**config.mk**
```make
export PLATFORM = sky130hd
export DESIGN_NAME = qrd_output_deskew
export DESIGN_NICKNAME = d
export VERILOG_FILES = /design/src/rtl/qrd_pkg.sv /design/src/rtl/qrd_sync_fifo.sv /design/src/rtl/qrd_output_deskew.sv
export SDC_FILE = /design/constraint.sdc
export NUM_CORES = 1
export LEC_CHECK = 0
export ABC_AREA = 1
export ABC_CLOCK_PERIOD_IN_PS = 2180
export BUFFER_PORTS_ARGS = -buffer_cell sky130_fd_sc_hd__buf_4
export CAP_MARGIN = 20
export CORE_ASPECT_RATIO = 0.9
export CORE_UTILIZATION = 53
export CTS_BUF_LIST = sky130_fd_sc_hd__clkbuf_4
export CTS_CLUSTER_DIAMETER = 80
export DETAILED_ROUTE_END_ITERATION = 8
export GPL_ROUTABILITY_DRIVEN = 0
export HOLD_SLACK_MARGIN = 0.03
export PLACE_DENSITY = 0.76
export SLEW_MARGIN = 20
export SYNTH_ARGS = -nofsm -noshare
export SYNTH_HDL_FRONTEND = slang
export SYNTH_SLANG_ARGS = --single-unit
```
**constraint.sdc**
```tcl
create_clock -name clk -period 2.18 [get_ports clk]
set_input_delay 0.218 -clock clk [delete_from_list [all_inputs] [get_ports clk]]
set_output_delay 0.218 -clock clk [all_outputs]
set_load 0.05 [all_outputs]
```
**src/rtl/qrd_pkg.sv**
```systemverilog
// rtl/qrd_pkg.sv - QRD-RLS shared constants: default lane width and per-lane column skew
package qrd_pkg;

    localparam int DEFAULT_DATA_LENGTH = 8;

    // Column skew of each result lane leaving the systolic array (shared with the input skew stage)
    localparam int SKEW_W1  = 3;
    localparam int SKEW_W2  = 2;
    localparam int SKEW_W3  = 1;
    localparam int SKEW_ERR = 0;

    localparam int LANES = 4;

endpackage

```
**src/rtl/qrd_sync_fifo.sv**
```systemverilog
// rtl/qrd_sync_fifo.sv - first-word-fall-through synchronous FIFO with occupancy count
module qrd_sync_fifo #(
    parameter int WIDTH = 32,
    parameter int DEPTH = 4,
    localparam int AW = $clog2(DEPTH),
    localparam int CW = AW + 1
) (
    input  logic             clk,
    input  logic             rst,
    input  logic             push,
    input  logic [WIDTH-1:0] push_data,
    input  logic             pop,
    output logic [WIDTH-1:0] pop_data,
    output logic [CW-1:0]    count,
    output logic             full,
    output logic             empty
);

    logic [WIDTH-1:0] mem [DEPTH];
    logic [AW-1:0]    wr_ptr;
    logic [AW-1:0]    rd_ptr;
    logic             do_push;
    logic             do_pop;

    assign full     = (count == CW'(DEPTH));
    assign empty    = (count == '0);
    assign do_pop   = pop && !empty;
    // A pop in the same cycle frees the slot being written, even when full
    assign do_push  = push && (!full || do_pop);
    assign pop_data = empty ? '0 : mem[rd_ptr];

    always_ff @(posedge clk) begin
        if (do_push) begin
            mem[wr_ptr] <= push_data;
        end
    end

    always_ff @(posedge clk) begin
        if (rst) begin
            wr_ptr <= '0;
            rd_ptr <= '0;
            count  <= '0;
        end else begin
            if (do_push) begin
                wr_ptr <= wr_ptr + 1'b1;
            end
            if (do_pop) begin
                rd_ptr <= rd_ptr + 1'b1;
            end
            case ({do_push, do_pop})
                2'b10:   count <= count + 1'b1;
                2'b01:   count <= count - 1'b1;
                default: count <= count;
            endcase
        end
    end

endmodule

```
**src/rtl/qrd_output_deskew.sv**
```systemverilog
// rtl/qrd_output_deskew.sv - re-aligns column-skewed QRD array results into buffered words
module qrd_output_deskew
    import qrd_pkg::*;
#(
    parameter int DATA_LENGTH = DEFAULT_DATA_LENGTH,
    parameter int FIFO_DEPTH  = 4,
    parameter int CNT_WIDTH   = 16
) (
    input  logic                          clk,
    input  logic                          rst,
    input  logic                          in_valid,
    input  logic [DATA_LENGTH-1:0]        wxout1_in,
    input  logic [DATA_LENGTH-1:0]        wxout2_in,
    input  logic [DATA_LENGTH-1:0]        wxout3_in,
    input  logic [DATA_LENGTH-1:0]        error_in,
    input  logic                          out_ready,
    output logic                          out_valid,
    output logic [DATA_LENGTH-1:0]        wx1_out,
    output logic [DATA_LENGTH-1:0]        wx2_out,
    output logic [DATA_LENGTH-1:0]        wx3_out,
    output logic [DATA_LENGTH-1:0]        error_out,
    output logic [$clog2(FIFO_DEPTH):0]   fifo_count,
    output logic                          overflow,
    output logic [CNT_WIDTH-1:0]          sample_count
);

    localparam int WORD_W = LANES * DATA_LENGTH;

    logic [DATA_LENGTH-1:0] w1_pipe [SKEW_W1];
    logic [DATA_LENGTH-1:0] w2_pipe [SKEW_W2];
    logic [DATA_LENGTH-1:0] w3_pipe [SKEW_W3];
    logic [SKEW_W1-1:0]     valid_pipe;

    logic              push;
    logic              pop;
    logic              fifo_full;
    logic              fifo_empty;
    logic [WORD_W-1:0] aligned_word;
    logic [WORD_W-1:0] head_word;

    // The valid bit travels with weight 1, the earliest lane of each sample
    always_ff @(posedge clk) begin
        if (rst) begin
            for (int i = 0; i < SKEW_W1; i++) w1_pipe[i] <= '0;
            for (int i = 0; i < SKEW_W2; i++) w2_pipe[i] <= '0;
            for (int i = 0; i < SKEW_W3; i++) w3_pipe[i] <= '0;
            valid_pipe <= '0;
        end else begin
            w1_pipe[0] <= wxout1_in;
            w2_pipe[0] <= wxout2_in;
            w3_pipe[0] <= wxout3_in;
            for (int i = 1; i < SKEW_W1; i++) w1_pipe[i] <= w1_pipe[i-1];
            for (int i = 1; i < SKEW_W2; i++) w2_pipe[i] <= w2_pipe[i-1];
            for (int i = 1; i < SKEW_W3; i++) w3_pipe[i] <= w3_pipe[i-1];
            valid_pipe <= {valid_pipe[SKEW_W1-2:0], in_valid};
        end
    end

    assign push         = valid_pipe[SKEW_W1-1];
    assign aligned_word = {w1_pipe[SKEW_W1-1], w2_pipe[SKEW_W2-1], w3_pipe[SKEW_W3-1], error_in};
    assign out_valid    = !fifo_empty;
    assign pop          = out_valid && out_ready;

    qrd_sync_fifo #(
        .WIDTH (WORD_W),
        .DEPTH (FIFO_DEPTH)
    ) u_fifo (
        .clk       (clk),
        .rst       (rst),
        .push      (push),
        .push_data (aligned_word),
        .pop       (pop),
        .pop_data  (head_word),
        .count     (fifo_count),
        .full      (fifo_full),
        .empty     (fifo_empty)
    );

    assign {wx1_out, wx2_out, wx3_out, error_out} = head_word;

    always_ff @(posedge clk) begin
        if (rst) begin
            overflow     <= 1'b0;
            sample_count <= '0;
        end else begin
            if (push && fifo_full && !pop) begin
                overflow <= 1'b1;
            end
            if (pop) begin
                sample_count <= sample_count + 1'b1;
            end
        end
    end

endmodule

```
==> reports/qor.csv <==
metric,value,unit
status,"finished, violations left",
failing checks,setup timing,
Startpoint Class,flop,
Final Max Tran Viols,0,
Initial Utilization,0.548,
most frequent cells in the layout,"nor2_1, edfxtp_1, clkbuf_4, inv_1, buf_4",
total chip power,11.0,mW
final hold vios,0,
CTS sink cnt,205,
GRT Overall Usage,0.233,
Die Area,15200,µm²
I/O Pins,89,
CTS tree,yes,
"leading cell type in the layout, fill and taps excluded",nor2_1,
pin count of the biggest net entering global routing,39,
Avg WL per Cell,15.7,µm
FP Rows,41,
Yosys top cell area share,0.493,
synth top area cells,"edfxtp_1, dfxtp_1, nor2_1, o21ai_0, inv_1",
Max clock buf depth,3,
CTS Buf Count,50,
sequential fraction of the synthesis area,0.691,
number of synthesis warnings,0,
hpwl dp,9220,µm
reg2reg start,u_fifo.count[2],
port bufs,88,
first-pass GRT wire length,26700,µm
kind of critical path,reg -> out,
Max Clock Freq,0.449,GHz
initial antenna violation count,1,
Worst R2R Setup Slack,0.40,ns
Worst Slack Setup Final,-0.0453,ns
grt ovf,0,
fraction of layout cells with a size suffix above 1,0.276,
Worst Hold Launch,wxout1_in[1],
Rel. slew slack,0.654,
drt total wl,18000,µm
Worst Skew,0.0375,ns
DIE HEIGHT,117,µm
critical path's largest stage delay,0.37,ns
total power divided by cell area,1070,nW/µm²
Unique masters post-synth,32,
Synth Instances,739,
Vias,5801,
Layout area overhead,32.7,%
Lkg Pwr,4.10,nW
Storage cell area,5390,µm²
Max Cap Viol,0,
CP required,1.96,ns
starting DRC count in detailed routing,474,
Core Footprint,14200,µm²
Tcrit/Tclk final,1.02,
Critical R2R Capture,u_fifo.count[1],
clock slew at reported path FFs,0.06,ns
worst vdd ir,0.702,mV
worst-case reg-to-reg path depth,9,
clk_lat worst skew,0.65,ns
Residual DRC,0,
Setup Viol. Count Final,9,
Slew @ Worst Pin,0.519,ns
Worst Setup End Kind,output pin,
"area leader, netlist",edfxtp_1,
area of the multi-input gates,2130,µm²
drt pass-1 iters,7,
"Cell Area, Synth",7790,µm²
cell at the slowest stage of the critical path,dfxtp_4,
Avg Inst Size Synth,10.5,µm²
H-tree levels,2,
CTS root buf,clkbuf_4,
Worst Path Max Fanout,8,
"antenna viol nets, final",0,
final net count,953,
Filler Cell Count,931,
hold path depth,4,
HP Class,in -> reg,
min Tclk post-route,2.23,ns
critical-path cell list,"buf_12, clkbuf_16, nor2_4, nor2_1, o21ai_1, a21oi_1, buf_4",
Synth Net Count,781,
hold slack,0.322,ns
"flops & latches, synth",205,
Vias/cell,5.06,
Worst Hold End,w1_pipe[0][1],
RSZ-0062 raised after global routing,yes,
number of global-route vias before repair,5522,
die width,130,µm
Critical Path AT,2.01,ns
==> area by class of cell <==
type / instances / area share
diodes: 1 / 0.000242
clock buffers: 85 / 0.0617
clock inverters: 8 / 0.00290
inverters: 87 / 0.0320
multi-input cells: 414 / 0.206
flip-flops and latches: 205 / 0.522
well taps: 193 / 0.0234
repair buffers: 153 / 0.152
==> registers in the layout (all words and copies together) (netlist names), named ones only <==
register and count:
w1_pipe 24, u_fifo.mem 128, u_fifo.rd_ptr 2, u_fifo.count 3, sample_count 16, w2_pipe 16
w3_pipe 8, overflow 1, u_fifo.wr_ptr 2, valid_pipe 3
==> per-layer routing <==
layer | vias up | track usage | wire length [µm]
met3 | 32 | 0.0600 | 1030
li1 | 2802 | - | -
met5 | - | 0 | 0
met1 | 2763 | 0.284 | 7580
met2 | 204 | 0.400 | 8990
met4 | 0 | 0.0938 | 397
==> worst max-delay path, delay by kind of cell (launching register included) <==
| kind | cells | cell delay (ns) |
|---|---|---|
| AO/OA/AOI/OAI | 2 | 0.25 |
| buffers and inverters | 3 | 0.57 |
| flip-flops | 1 | 0.37 |
| AND/OR/NAND/NOR | 2 | 0.16 |
==> timing repair <==
action,in CTS,in global routing
gates cloned,4,4
gates resized for setup,26,105
hold buffers,42,0
endpoints found under the hold margin,72,0
pin swaps,6,56
setup buffers,2,0
endpoints found under the setup margin,32,32
==> Yosys cell counts <==
cell type / count
dfxtp_1: 77
edfxtp_1: 128
ha_1: 5
nand3_2: 2
nor2_2: 1
inv_2: 1
nor2_8: 1
nor2_1: 207
o21bai_2: 1
nand3_1: 6
o21ai_0: 72
fa_1: 1
buf_6: 2
nand2_1: 43
clkinv_1: 1
nand4_1: 3
a21oi_1: 48
buf_2: 18
clkbuf_1: 12
buf_1: 1
nand2_8: 1
nand2_2: 3
a31oi_1: 1
inv_4: 1
nor3_1: 3
inv_1: 84
a2bb2oi_1: 1
o21a_1: 1
xnor2_1: 1
nand2_4: 2
o21ai_1: 7
nor2_4: 4
==> where the power goes <==
group	internal (mW)	switching [mW]	total (mW)
combinational	1.19	2.34	3.53
sequential	4.22	0.0861	4.30
clock	1.75	1.47	3.22
total	7.15	3.90	11.0
==> stage by stage <==
step	util	TNS, ns	cells	area, µm²	setup slack, ns
6_report	0.727	-0.197	1146	10300	-0.0453
3_3_place_gp	0.616	0	1000	8750	0.455
5_1_grt	0.727	-2.14	1146	10300	-0.118
2_1_floorplan	-	-12.32	739	7810	-0.104
3_5_place_dp	0.616	0	1000	8750	0.354
4_1_cts	0.707	-0.401	1141	10000	-0.0383
==> logic make-up (layout without fill, tap and decap cells) <==
kind of cell	count (synthesis)	in the layout	share of synthesized area
and+or+nand+nor	276	276	0.148
DFF	205	205	0.691
AOI/OAI and AO/OA	131	131	0.0859
buffers and inverters	120	333	0.0630
adders and majority gates	6	6	0.0106
xor gates and xnor gates	1	1	0.00112
other	0	1	0
==> worst max-delay path by stage <==
stage                                from              end
after CTS                            flop       wx2_out[3]
after global placement    u_fifo.count[0]  u_fifo.count[1]
after detailed placement  u_fifo.count[0]  u_fifo.count[1]
after floorplan           u_fifo.count[2]     error_out[1]
final                                flop       wx2_out[4]
after global routing                 flop       wx2_out[4]
Note: power is estimated with default switching activity, not from simulation.
